$ cat src/rtl/darkflash_pkg.sv
// Shared types for the flash read arbiter: FSM states, grant encoding and counter width.
package darkflash_pkg;

  localparam int WAIT_W = 4;

  typedef enum logic [1:0] {
    ST_IDLE,
    ST_ACCESS,
    ST_RESP
  } state_t;

  typedef enum logic {
    GNT_I,
    GNT_D
  } grant_t;

endpackage

$ cat src/rtl/darkflash_rr.sv
// Two-way request picker: round-robin on ties when fair_i is set, otherwise the data port wins.
module darkflash_rr
  import darkflash_pkg::*;
(
  input  logic   i_req_i,
  input  logic   d_req_i,
  input  grant_t last_grant_i,
  input  logic   fair_i,
  output grant_t grant_o,
  output logic   valid_o
);

  always_comb begin
    // NOTE: every output gets a default first so no path leaves it unassigned (no latch).
    grant_o = GNT_D;
    valid_o = i_req_i | d_req_i;
    if (i_req_i && d_req_i) begin
      if (fair_i && (last_grant_i == GNT_D)) grant_o = GNT_I;
    end else if (i_req_i) begin
      grant_o = GNT_I;
    end
  end

endmodule

$ cat src/rtl/darkflash_arbiter.sv
// Arbitrates instruction-fetch and data-load reads onto the single-ported flash, holds the
// flash strobes for WAIT_CYCLES and returns the captured word with a one-cycle acknowledge.
module darkflash_arbiter
  import darkflash_pkg::*;
#(
  parameter int unsigned WAIT_CYCLES = 1,
  parameter bit          FAIR        = 1'b1
) (
  input  logic        XCLK,
  input  logic        XRES,
  input  logic        I_REQ,
  input  logic [31:0] I_ADDR,
  output logic        I_ACK,
  output logic [31:0] I_DATA,
  input  logic        D_REQ,
  input  logic [31:0] D_ADDR,
  input  logic [3:0]  D_BE,
  output logic        D_ACK,
  output logic [31:0] D_DATA,
  output logic        M_EN,
  output logic        M_RE,
  output logic [31:0] M_ADDR,
  output logic [3:0]  M_BE,
  input  logic [31:0] M_DATA
);

  localparam logic [WAIT_W-1:0] WAIT_LOAD = WAIT_W'(WAIT_CYCLES - 1);
  localparam logic [WAIT_W-1:0] CNT_ONE   = WAIT_W'(1);

  state_t            state_q, state_d;
  grant_t            last_q, last_d;
  grant_t            gnt_q, gnt_d;
  logic [WAIT_W-1:0] cnt_q, cnt_d;
  logic              i_ack_q, i_ack_d;
  logic              d_ack_q, d_ack_d;
  logic [31:0]       i_data_q, i_data_d;
  logic [31:0]       d_data_q, d_data_d;
  logic              m_en_q, m_en_d;
  logic [31:0]       m_addr_q, m_addr_d;
  logic [3:0]        m_be_q, m_be_d;

  grant_t            pick;
  logic              pick_valid;

  darkflash_rr u_rr (
    .i_req_i      (I_REQ),
    .d_req_i      (D_REQ),
    .last_grant_i (last_q),
    .fair_i       (FAIR),
    .grant_o      (pick),
    .valid_o      (pick_valid)
  );

  always_comb begin
    state_d  = state_q;
    last_d   = last_q;
    gnt_d    = gnt_q;
    cnt_d    = cnt_q;
    i_ack_d  = i_ack_q;
    d_ack_d  = d_ack_q;
    i_data_d = i_data_q;
    d_data_d = d_data_q;
    m_en_d   = m_en_q;
    m_addr_d = m_addr_q;
    m_be_d   = m_be_q;

    unique case (state_q)
      ST_IDLE: begin
        if (pick_valid) begin
          gnt_d   = pick;
          last_d  = pick;
          cnt_d   = WAIT_LOAD;
          m_en_d  = 1'b1;
          state_d = ST_ACCESS;
          if (pick == GNT_D) begin
            m_addr_d = D_ADDR;
            m_be_d   = D_BE;
          end else begin
            m_addr_d = I_ADDR;
            m_be_d   = 4'hF;
          end
        end
      end
      ST_ACCESS: begin
        // Flash data is only guaranteed in the last enabled cycle, i.e. when the count hits 0.
        if (cnt_q == '0) begin
          m_en_d  = 1'b0;
          state_d = ST_RESP;
          if (gnt_q == GNT_D) begin
            d_data_d = M_DATA;
            d_ack_d  = 1'b1;
          end else begin
            i_data_d = M_DATA;
            i_ack_d  = 1'b1;
          end
        end else begin
          cnt_d = cnt_q - CNT_ONE;
        end
      end
      ST_RESP: begin
        i_ack_d = 1'b0;
        d_ack_d = 1'b0;
        state_d = ST_IDLE;
      end
      default: state_d = ST_IDLE;
    endcase
  end

  // NOTE: state registers use non-blocking assignments so all flops update together.
  always_ff @(posedge XCLK or posedge XRES) begin
    if (XRES) begin
      state_q  <= ST_IDLE;
      last_q   <= GNT_D;
      gnt_q    <= GNT_D;
      cnt_q    <= '0;
      i_ack_q  <= 1'b0;
      d_ack_q  <= 1'b0;
      i_data_q <= '0;
      d_data_q <= '0;
      m_en_q   <= 1'b0;
      m_addr_q <= '0;
      m_be_q   <= '0;
    end else begin
      state_q  <= state_d;
      last_q   <= last_d;
      gnt_q    <= gnt_d;
      cnt_q    <= cnt_d;
      i_ack_q  <= i_ack_d;
      d_ack_q  <= d_ack_d;
      i_data_q <= i_data_d;
      d_data_q <= d_data_d;
      m_en_q   <= m_en_d;
      m_addr_q <= m_addr_d;
      m_be_q   <= m_be_d;
    end
  end

  assign I_ACK  = i_ack_q;
  assign I_DATA = i_data_q;
  assign D_ACK  = d_ack_q;
  assign D_DATA = d_data_q;
  assign M_EN   = m_en_q;
  assign M_RE   = m_en_q;
  assign M_ADDR = m_addr_q;
  assign M_BE   = m_be_q;

endmodule
$ cat config.mk
export PLATFORM = sky130hd
export DESIGN_NAME = darkflash_arbiter
export DESIGN_NICKNAME = d
export VERILOG_FILES = /design/src/rtl/darkflash_pkg.sv /design/src/rtl/darkflash_rr.sv /design/src/rtl/darkflash_arbiter.sv
export SDC_FILE = /design/constraint.sdc
export NUM_CORES = 1
export LEC_CHECK = 0
export ABC_AREA = 1
export ABC_CLOCK_PERIOD_IN_PS = 10300
export BUFFER_PORTS_ARGS = -buffer_cell sky130_fd_sc_hd__buf_4
export CORE_ASPECT_RATIO = 1.25
export CORE_MARGIN = 10
export CORE_UTILIZATION = 50
export CTS_CLUSTER_SIZE = 8
export DETAILED_ROUTE_END_ITERATION = 12
export GPL_TIMING_DRIVEN = 0
export PLACE_DENSITY = 0.84
export SLEW_MARGIN = 20
export SYNTH_ARGS = -nofsm -noshare
export SYNTH_HDL_FRONTEND = slang
export SYNTH_SLANG_ARGS = --single-unit
$ cat constraint.sdc
create_clock -name XCLK -period 10.3 [get_ports XCLK]
set_input_delay 2.06 -clock XCLK [delete_from_list [all_inputs] [get_ports XCLK]]
set_output_delay 2.06 -clock XCLK [all_outputs]
set_load 0.01 [all_outputs]
==> results by group, run 1 <==
Floorplan
  – Die width: about 110 um
  – Rows: 39
  – Height of the die: between 100 and 150 um
  – Die area: 13700 sq um
  – Initial Util: around half
  – Ports: 208
  – Core ar.: just over 9000 sq um

STA
  – Crit share post-route: 29.9%
  – Pins Over Slew Limit: 0
  – Clock skew: 0.00824 ns
  – Worst-margin pin slew: between 0.5 and 0.6 ns
  – Post-layout min period: 3.08 ns
  – Setup TNS: 0 ns
  – Setup violators final: 0
  – Slew headroom: 65.5%
  – Final Hold Fails: 0
  – RSZ-0062 raised after global routing: false
  – FMAX: 324 MHz

Run status
  – Outcome: completed

Synthesis
  – Mapped cell area: around 4700 sq um
  – Post-synth EDFFs: 0
  – Syn Nets: around 590
  – Syn Inst Count: between 400 and 500
  – Syn_area_per_cell: between 9 and 10 sq um
  – Count of cell types in the netlist: 22
  – Most frequent cell after synthesis: dfrtp_1
  – Fraction of registers with async set/reset: 100%
  – Sequential cell area fraction in the yosys report: 58.7%
  – Yosys warns: 0
  – Top post-synthesis cells by count: dfrtp_1, nand2_1, a21oi_1, nor2_1, inv_1
  – Area leader, netlist: dfrtp_1
  – Ranking of synthesized cells by area: dfrtp_1, a21oi_1, nand2_1
  – Synth Register Bits: 110
  – Main synth FF type: dfrtp_1
  – Synth top area share: around 58%

Detailed routing
  – DR DRC count: 0
  – Initial DRC count: approximately 190
  – Vias/cell: 5.16
  – WL final: 14500 um
  – Drt first pass iters: 5
  – Drt wl/cell: ~17 um
  – Via count: roughly 4300
  – Antenna-violating nets left: 0

Placement
  – Port Buffer Count: slightly above 200
  – Placed wire-length estimate: approximately 12000 um
  – Gpl congestion: roughly 0.84

Setup path
  – Critical Path RT: slightly above 8 ns
  – Reg2Reg Launch Point: gnt_q$_DFFE_PP1P_
  – Worst r2r dst: M_ADDR[6]$_DFFE_PP0P_
  – Cell family with most CP delay: flip-flops
  – Reg2Reg Setup Slack: between 8 and 9 ns
  – Worst EP arrival: ~1.0 ns
  – R2R cell count: 5
  – Critical path endpoint category: output pin
  – CP Cell Sequence: buf_4 > buf_4
  – Slowest cell on the critical path: dfrtp_1
  – CP Launch Type: register
  – Critical path's largest stage delay: roughly 0.41 ns
  – WP buf/inv: 2
  – CP Class: reg -> out
  – Crit-path max FO: 3
  – Crit path top cell by count: buf_4

CTS
  – Root Buffer: clkbuf_16
  – Hold Buf Count CTS: 0
  – CTS sink cnt: 110
  – Post-cts sizing count: 0
  – Clock Tree Buf Depth: 2
  – CTS tree: done
  – CTS Buf Count: 9
  – Worst-skew pair later-pin latency: ~0.34 ns
  – Htree depth: 3
  – CTS clk-pin slew, worst paths: 0.06 ns
  – Post-CTS Setup Repair Bufs: 0

Pwr
  – Lkg Pwr: between 0.003 and 0.004 uW
  – Maximum vdd drop: about 0.00017 V
  – Total power density per cell area: about 310 nW/um^2

Cells and area
  – Final Util: ~73%
  – Layout area overhead: 42.7%
  – N_diodes: 0
  – Layout fillers: around 710
  – Final net count: around 800
  – FF/Latch Area: about 2800 sq um
  – Area of the multi-input gates: 1540 sq um
  – Share of layout cells above drive strength 1: approximately two fifths

Global routing
  – Largest net degree at the start of global routing: 59
  – Antenna violations before repair: 0
  – Total GRT Usage: between 20% and 30%
  – First-pass GRT wire length: between 20000 and 25000 um
  – Grt total ovfl: 0
  – Vias in the first global route: roughly 4600

Worst hold path
  – Min-Delay Path Class: reg -> reg
  – Worst Hold Launch: I_DATA[20]$_DFFE_PP0P_
  – WHS Endpoint: I_DATA[20]$_DFFE_PP0P_
  – WHS Path Cells: 2

Job
  – Max_cap viols: 0
## metal layers
metal	vias up	routed length (um)	track usage, %
li1	2035	-	-
met1	2041	5390	22.5
met4	0	186	7.18
met3	18	1970	11.2
met5	-	0	0
met2	201	6940	34.4
## sequential cells by signal (all words and copies together), names as in the netlist
register,cells
I_DATA,32
M_ADDR,32
cnt_q,4
D_ACK,1
gnt_q,1
state_q,2
I_ACK,1
D_DATA,32
M_BE,4
M_EN,1
## worst register-to-register path, stage by stage, from the launching register on
cell and delay (ns):
dfstp_2 0.54, inv_1 0.08, nand2_1 0.19, clkbuf_1 0.41, nand3_1 0.18, a21oi_1 0.19
## final cells by class
class,instances,share of cell area [%]
Sequential cell,110,41.2
Inverter,40,2.32
Buffer,32,3.72
Clock buffer,12,3.68
Tap cell,123,2.30
Timing Repair Buffer,207,23.5
Clock inverter,3,0.318
Multi-Input combinational cell,306,23.0
## worst max path at each step
stage                           startpoint                endpoint  slack (ns)  cells after the start
after floorplan                       XRES       D_ACK$_DFFE_PP0P_        5.34                      1
after global placement                XRES  I_DATA[30]$_DFFE_PP0P_        4.21                      2
after detailed placement             D_REQ   M_ADDR[6]$_DFFE_PP0P_        7.10                      5
after CTS                 M_EN$_DFFE_PP0P_                    M_RE        7.20                      2
after global routing      M_EN$_DFFE_PP0P_                    M_RE        7.19                      2
final                     M_EN$_DFFE_PP0P_                    M_RE        7.22                      2
## kinds of logic after synthesis
kind of cell / Yosys count / share of synthesized area [%]
adders and majority gates: 2 / 0.533
and+or+nand+nor: 167 / 14.8
DFF: 110 / 58.7
buffers and inverters: 72 / 8.51
xor gates and xnor gates: 1 / 0.187
AOI/OAI and AO/OA: 136 / 17.2
## where the power goes
part           switching, uW  total, uW  internal [uW]  leakage [uW]
Clock                    148        317            170      0.000129
Combinational            532       1010            474       0.00199
Sequential               126        773            647       0.00131
Total                    805       2100           1290       0.00343
## through the flow
stage               worst slack (ns)  power (uW)  std cells  area [sq um]  hold WS (ns)
floorplan                       5.34        1290        488          4690         0.482
global placement                4.21        1760        817          6390         0.465
detailed placement              7.10        1800        818          6420         0.470
CTS                             7.20        2120        833          6690         0.487
global route                    7.19        2260        833          6690         0.507
finish                          7.22        2100        833          6690         0.485
## layout by cell type, fill, tap and decap left out, drive strengths merged
cell type / count
a21oi: 64
clkinvlp: 1
buf: 233
ha: 2
nand4: 1
nor2: 52
clkbuf: 18
nand2: 79
inv: 40
clkinv: 2
o21ai: 72
dfstp: 1
dfrtp: 109
xor2: 1
nand3: 35
No activity file was read; power rests on OpenSTA's default activity.
==> inputs of run 2 (changes only) <==
- ABC_CLOCK_PERIOD_IN_PS: 10300 -> 3100
- CORE_UTILIZATION: 50 -> 47
- PLACE_DENSITY: 0.84 -> 0.8
- clock period: 10.3 -> 3.1 ns (I/O delays scaled with it)
==> results by group, run 2 (synthesized netlist as in run 1, its figures left out) <==
STA
  – Crit share post-route: a little over half
  – Post-layout min period: approximately 1.6 ns
  – Clock skew: roughly 0.011 ns
  – Pins Over Slew Limit: 0
  – Worst-margin pin slew: 0.536 ns
  – Worst hold slack: 0.318 ns
  – RSZ-0062 raised after global routing: false
  – Setup violators final: 0
  – Final Hold Fails: 0
  – FMAX: 609 MHz
  – Slew headroom: roughly 64%
  – Setup TNS: 0 ns

CTS
  – Worst-skew pair later-pin latency: about 0.35 ns
  – CTS sink cnt: 110
  – Post-CTS Setup Repair Bufs: 0
  – CTS tree: done
  – CTS clk-pin slew, worst paths: approximately 0.070 ns
  – Htree depth: 3
  – Hold Buf Count CTS: 0
  – Root Buffer: clkbuf_16
  – CTS Buf Count: 9
  – Clock Tree Buf Depth: 2
  – Post-cts sizing count: 0

Setup path
  – CP Class: reg -> out
  – Critical Path RT: 2.48 ns
  – R2R cell count: 6
  – CP Launch Type: register
  – Reg2Reg Launch Point: gnt_q$_DFFE_PP1P_
  – Crit-path max FO: 3
  – Worst r2r dst: M_ADDR[20]$_DFFE_PP0P_
  – Worst EP arrival: just over 1 ns
  – Critical path endpoint category: output pin
  – Reg2Reg Setup Slack: between 1 and 1.5 ns

Detailed routing
  – Antenna-violating nets left: 0
  – Drt wl/cell: between 15 and 20 um
  – Via count: 4252
  – Routed wl met2: around 7000 um
  – DR DRC count: 0
  – Met1 Wirelength: ~5300 um
  – Drt first pass iters: 4
  – WL final: around 15000 um
  – Initial DRC count: ~170
  – Metal3 WL: approximately 2200 um
  – Top routing layer used: met4
  – Vias/cell: 5.07

Global routing
  – Total GRT Usage: 20.2%
  – Vias in the first global route: approximately 4600
  – Largest net degree at the start of global routing: 34
  – Antenna violations before repair: 0
  – First-pass GRT wire length: 23400 um
  – Grt total ovfl: 0

Worst hold path
  – Min-Delay Path Class: in -> async

Floorplan
  – Initial Util: between 40% and 50%
  – Core ar.: around 9700 sq um
  – Height of the die: between 100 and 150 um
  – Die area: roughly 14000 sq um
  – Rows: 40
  – Die width: about 110 um
  – Ports: ~210

Placement
  – Placed wire-length estimate: 11800 um
  – Port Buffer Count: 206
  – Gpl congestion: 0.854

Cells and area
  – Layout area overhead: 43.4%
  – Most frequent cells in the layout: buf_4, dfrtp_1, nand2_1
  – N_diodes: 0
  – Final net count: roughly 800
  – Most common cell after layout, fill and taps aside: buf_4
  – Share of layout cells above drive strength 1: a little over 40%

Pwr
  – Total power density per cell area: roughly 1000 nW/um^2
  – Maximum vdd drop: around 0.00056 V
  – Lkg Pwr: between 0.003 and 0.004 uW

Job
  – Max_cap viols: 0

Run status
  – Outcome: completed
run 2: worst max-delay path, stage by stage, from the launching register on:
cell,delay [ns]
dfrtp_1,0.41
buf_4,0.14
buf_4,0.13
run 2: how the worst max path moves through the flow:
stage / start / endpoint / cells past startpoint
after global routing: cnt_q[0]$_DFFE_PP0P_ / D_DATA[7]$_DFFE_PP0P_ / 7
after CTS: M_EN$_DFFE_PP0P_ / M_RE / 2
after detailed placement: D_REQ / M_ADDR[20]$_DFFE_PP0P_ / 6
after floorplan: XRES / D_ACK$_DFFE_PP0P_ / 1
after global placement: XRES / D_DATA[16]$_DFFE_PP0P_ / 2
final: M_EN$_DFFE_PP0P_ / M_RE / 2
run 2: metrics by stage:
stage               cell area, sq um  instances  worst slack, ns  util, %  total power, uW
floorplan                       4690        488             1.15        -             4300
global placement                6400        820            0.469     66.2             5860
detailed placement              6460        823             1.35     66.9             5990
CTS                             6730        838             1.45     69.6             7070
global route                    6730        838             1.37     69.6             7520
finish                          6730        838             1.46     69.6             7000
run 2: where the power goes:
part	switching (uW)	leakage [uW]	internal [uW]
clock	505	0.000130	569
sequential	416	0.00131	2150
combinational	1780	0.00200	1580
total	2700	0.00344	4300
run 2: layout make-up:
cell class                      instances  area (sq um)
Buffer                                 32           249
Clock buffer                           13           250
Clock inverter                          2          17.5
Fill cell                             740          2930
Inverter                               40           154
Multi-Input combinational cell        306          1540
Sequential cell                       110          2750
Tap cell                              126           158
Timing Repair Buffer                  209          1610
run 2: layer usage:
layer	vias up	GRT usage [%]
met5	-	0
met4	0	6.16
met3	18	11.7
met2	202	32.5
met1	2003	21.8
li1	2029	-
==> inputs of run 3 (changes only) <==
- ABC_AREA: 1 -> 0
- ABC_CLOCK_PERIOD_IN_PS: 3100 -> 1350
- CORE_UTILIZATION: 47 -> 43
- PLACE_DENSITY: 0.8 -> 0.76
- clock period: 3.1 -> 1.35 ns (I/O delays scaled with it)
==> results by group, run 3 <==
Run status
  – Outcome: complete, but fails checks
  – Failing checks: negative setup slack

STA
  – Final Hold Fails: 0
  – RSZ-0062 raised after global routing: true
  – Slew headroom: between 50 and 60%
  – Post-layout min period: ~1.6 ns
  – Setup ws final: -0.278 ns
  – Pins Over Slew Limit: 0
  – Worst-margin pin slew: about 0.7 ns
  – Setup TNS: -19.64 ns
  – Clock skew: 0.00531 ns
  – Crit share post-route: 121%
  – Setup violators final: roughly 100
  – FMAX: slightly above 600 MHz

Detailed routing
  – Met1 Wirelength: 5840 um
  – DR DRC count: 0
  – Antenna-violating nets left: 0
  – Metal3 WL: roughly 1900 um
  – Routed wl met2: 7760 um
  – Vias/cell: 5.38
  – Drt wl/cell: roughly 20 um
  – Drt first pass iters: 4
  – Initial DRC count: roughly 190
  – Top routing layer used: met4
  – Via count: between 4000 and 5000
  – WL final: 15900 um

Synthesis
  – Ranking of synthesized cells by area: dfrtp_1, mux2_4, mux2_2
  – Synth Area in Adders: less than 1%
  – Most frequent cell after synthesis: dfrtp_1
  – Mux contribution to synthesized area: between 15 and 20%
  – Main synth FF type: dfrtp_1
  – Synth Area in XOR/XNOR: 0%
  – Count of cell types in the netlist: 37
  – Syn Nets: 497
  – Post-synth EDFFs: 0
  – Synth Area in Simple Gates: approximately 6.4%
  – Fraction of registers with async set/reset: 100%
  – Synth top area share: a little under three fifths
  – Main combinational cell family by area after synthesis: multiplexers
  – Area leader, netlist: dfrtp_1
  – Synth Register Bits: 110
  – Compound-gate portion of the synthesized area: ~14%
  – Syn Inst Count: 391
  – Yosys warns: 0
  – Top post-synthesis cells by count: dfrtp_1, o21ai_0, a21oi_1, a31oi_1, mux2_2
  – Mapped cell area: ~4800 sq um
  – Syn_area_per_cell: approximately 12 sq um
  – Sequential cell area fraction in the yosys report: around 58%

Global routing
  – Largest net degree at the start of global routing: 34
  – Antenna violations before repair: 0
  – Grt total ovfl: 0
  – Vias in the first global route: between 4000 and 5000
  – First-pass GRT wire length: about 24000 um
  – Total GRT Usage: between 10% and 20%

Setup path
  – Crit path top cell by count: buf_12
  – Critical path's largest stage delay: just over 0.4 ns
  – Slowest cell on the critical path: dfrtp_1
  – CP Class: reg -> reg
  – CP Launch Type: register
  – CP Cell Sequence: inv_2 > ha_4 > and4_4 > buf_12 > buf_12 > buf_12 > mux2_4
  – Crit-path max FO: 5
  – Worst EP arrival: about 1.9 ns
  – Critical Path RT: between 1.5 and 2 ns
  – Critical path endpoint category: register

Cells and area
  – Fin area: a little under 8000 sq um
  – Share of layout cells above drive strength 1: 59.9%
  – Final Util: 72.3%
  – Most frequent cells in the layout: buf_4, dfrtp_1, a21oi_1
  – Layout area overhead: 62.2%
  – Most common cell after layout, fill and taps aside: buf_4
  – N_diodes: 0
  – Final net count: about 760

Pwr
  – Lkg Pwr: ~0.0036 uW
  – Total power density per cell area: about 2500 nW/um^2
  – Flop pwr share: slightly above 30%
  – Maximum vdd drop: between 0.001 and 0.0015 V
  – Psw: about 7000 uW
  – Pint: between 10000 and 15000 uW
  – Clock share of power: a little over an eighth
  – Net Sw Frac: between 30% and 40%
  – Combinational share of power: between 50% and 60%

Worst hold path
  – Min-Delay Path Class: in -> reg

Floorplan
  – Height of the die: between 100 and 150 um
  – Die width: approximately 110 um
  – Core ar.: ~11000 sq um
  – Rows: 42
  – Die area: 15700 sq um
  – Initial Util: about 45%
  – Ports: between 200 and 250

Job
  – Max_cap viols: 0

CTS
  – Clock Tree Buf Depth: 2
  – Htree depth: 3
  – CTS tree: done
  – CTS clk-pin slew, worst paths: around 0.070 ns
  – CTS sink cnt: between 100 and 150
  – Worst-skew pair later-pin latency: about 0.35 ns
  – CTS Buf Count: 9
  – Root Buffer: clkbuf_16

Placement
  – Placed wire-length estimate: ~11000 um
  – Post-place instance area: approximately 6600 sq um
  – Gpl congestion: ~0.87
  – Port Buffer Count: ~210
==> run 3: worst max-delay path, delay by kind of cell, from the launching register on <==
| kind | cells | cell delay [ns] |
|---|---|---|
| buf+inv | 4 | 0.44 |
| flops | 1 | 0.41 |
| mux | 1 | 0.30 |
| simple gates | 1 | 0.23 |
| fa+ha+maj | 1 | 0.14 |
==> run 3: layout make-up <==
| cell class | count | area, sq um |
|---|---|---|
| buffer | 32 | 310 |
| clock buffer | 10 | 239 |
| clock inverter | 6 | 67.6 |
| fill | 722 | 2970 |
| inverter | 6 | 26.3 |
| multi-input combinational | 242 | 2110 |
| sequential | 110 | 2760 |
| tap | 132 | 165 |
| timing repair buffer | 252 | 2070 |
==> run 3: worst paths after layout <==
path | from | to | slack, ns | cells past startpoint
setup / recovery | cnt_q[0]$_DFFE_PP0P_ | D_DATA[13]$_DFFE_PP0P_ | -0.28 | 7
hold / removal | M_DATA[27] | D_DATA[27]$_DFFE_PP0P_ | 0.16 | 2
setup reg to reg | cnt_q[0]$_DFFE_PP0P_ | D_DATA[13]$_DFFE_PP0P_ | -0.28 | 7
hold reg to reg | I_ACK$_DFFE_PP0P_ | I_ACK$_DFFE_PP0P_ | 0.48 | 2
max in group asynchronous | XRES | I_DATA[0]$_DFFE_PP0P_ | 0.42 | 5
min in group asynchronous | XRES | D_DATA[23]$_DFFE_PP0P_ | 0.49 | 4
==> run 3: timing repair <==
item                                    in CTS  in global routing
endpoints found under the setup margin     101                140
gates resized for setup                     57                 61
pin swaps                                    4                  3
hold buffers                                 1                  0
hold endpoints to repair                    16                  0
setup buffers                               26                 11
gates cloned                                 5                  0
==> run 3: stage by stage <==
step / power (uW) / hold WS [ns] / setup WS, ns / std cells
2_1_floorplan: 10700 / 0.418 / -0.249 / 391
3_3_place_gp: 14400 / 0.463 / -0.889 / 730
3_5_place_dp: 14700 / 0.308 / -0.329 / 733
4_1_cts: 18700 / 0.149 / -0.255 / 780
5_1_grt: 20800 / 0.151 / -0.326 / 790
6_report: 19700 / 0.159 / -0.278 / 790
==> run 3: logic make-up after synthesis <==
group / count (synthesis)
flops: 110
buf+inv: 39
mux: 65
simple gates: 55
fa+ha+maj: 2
compound gates: 120
==> run 3: power by group through the flow <==
stage / registers, uW / clock network (uW) / logic [uW]
3_5_place_dp: 6110 / 0 / 8550
5_1_grt: 6280 / 2870 / 11700
6_report: 6100 / 2700 / 10900
2_1_floorplan: 6680 / 0 / 4030
3_3_place_gp: 6040 / 0 / 8370
4_1_cts: 6050 / 2740 / 9930
==> run 3: metal layers <==
metal	vias up	track usage [%]
met3	24	9.70
met1	2050	20.2
met5	-	0
met4	0	5.51
met2	220	31.1
li1	1953	-
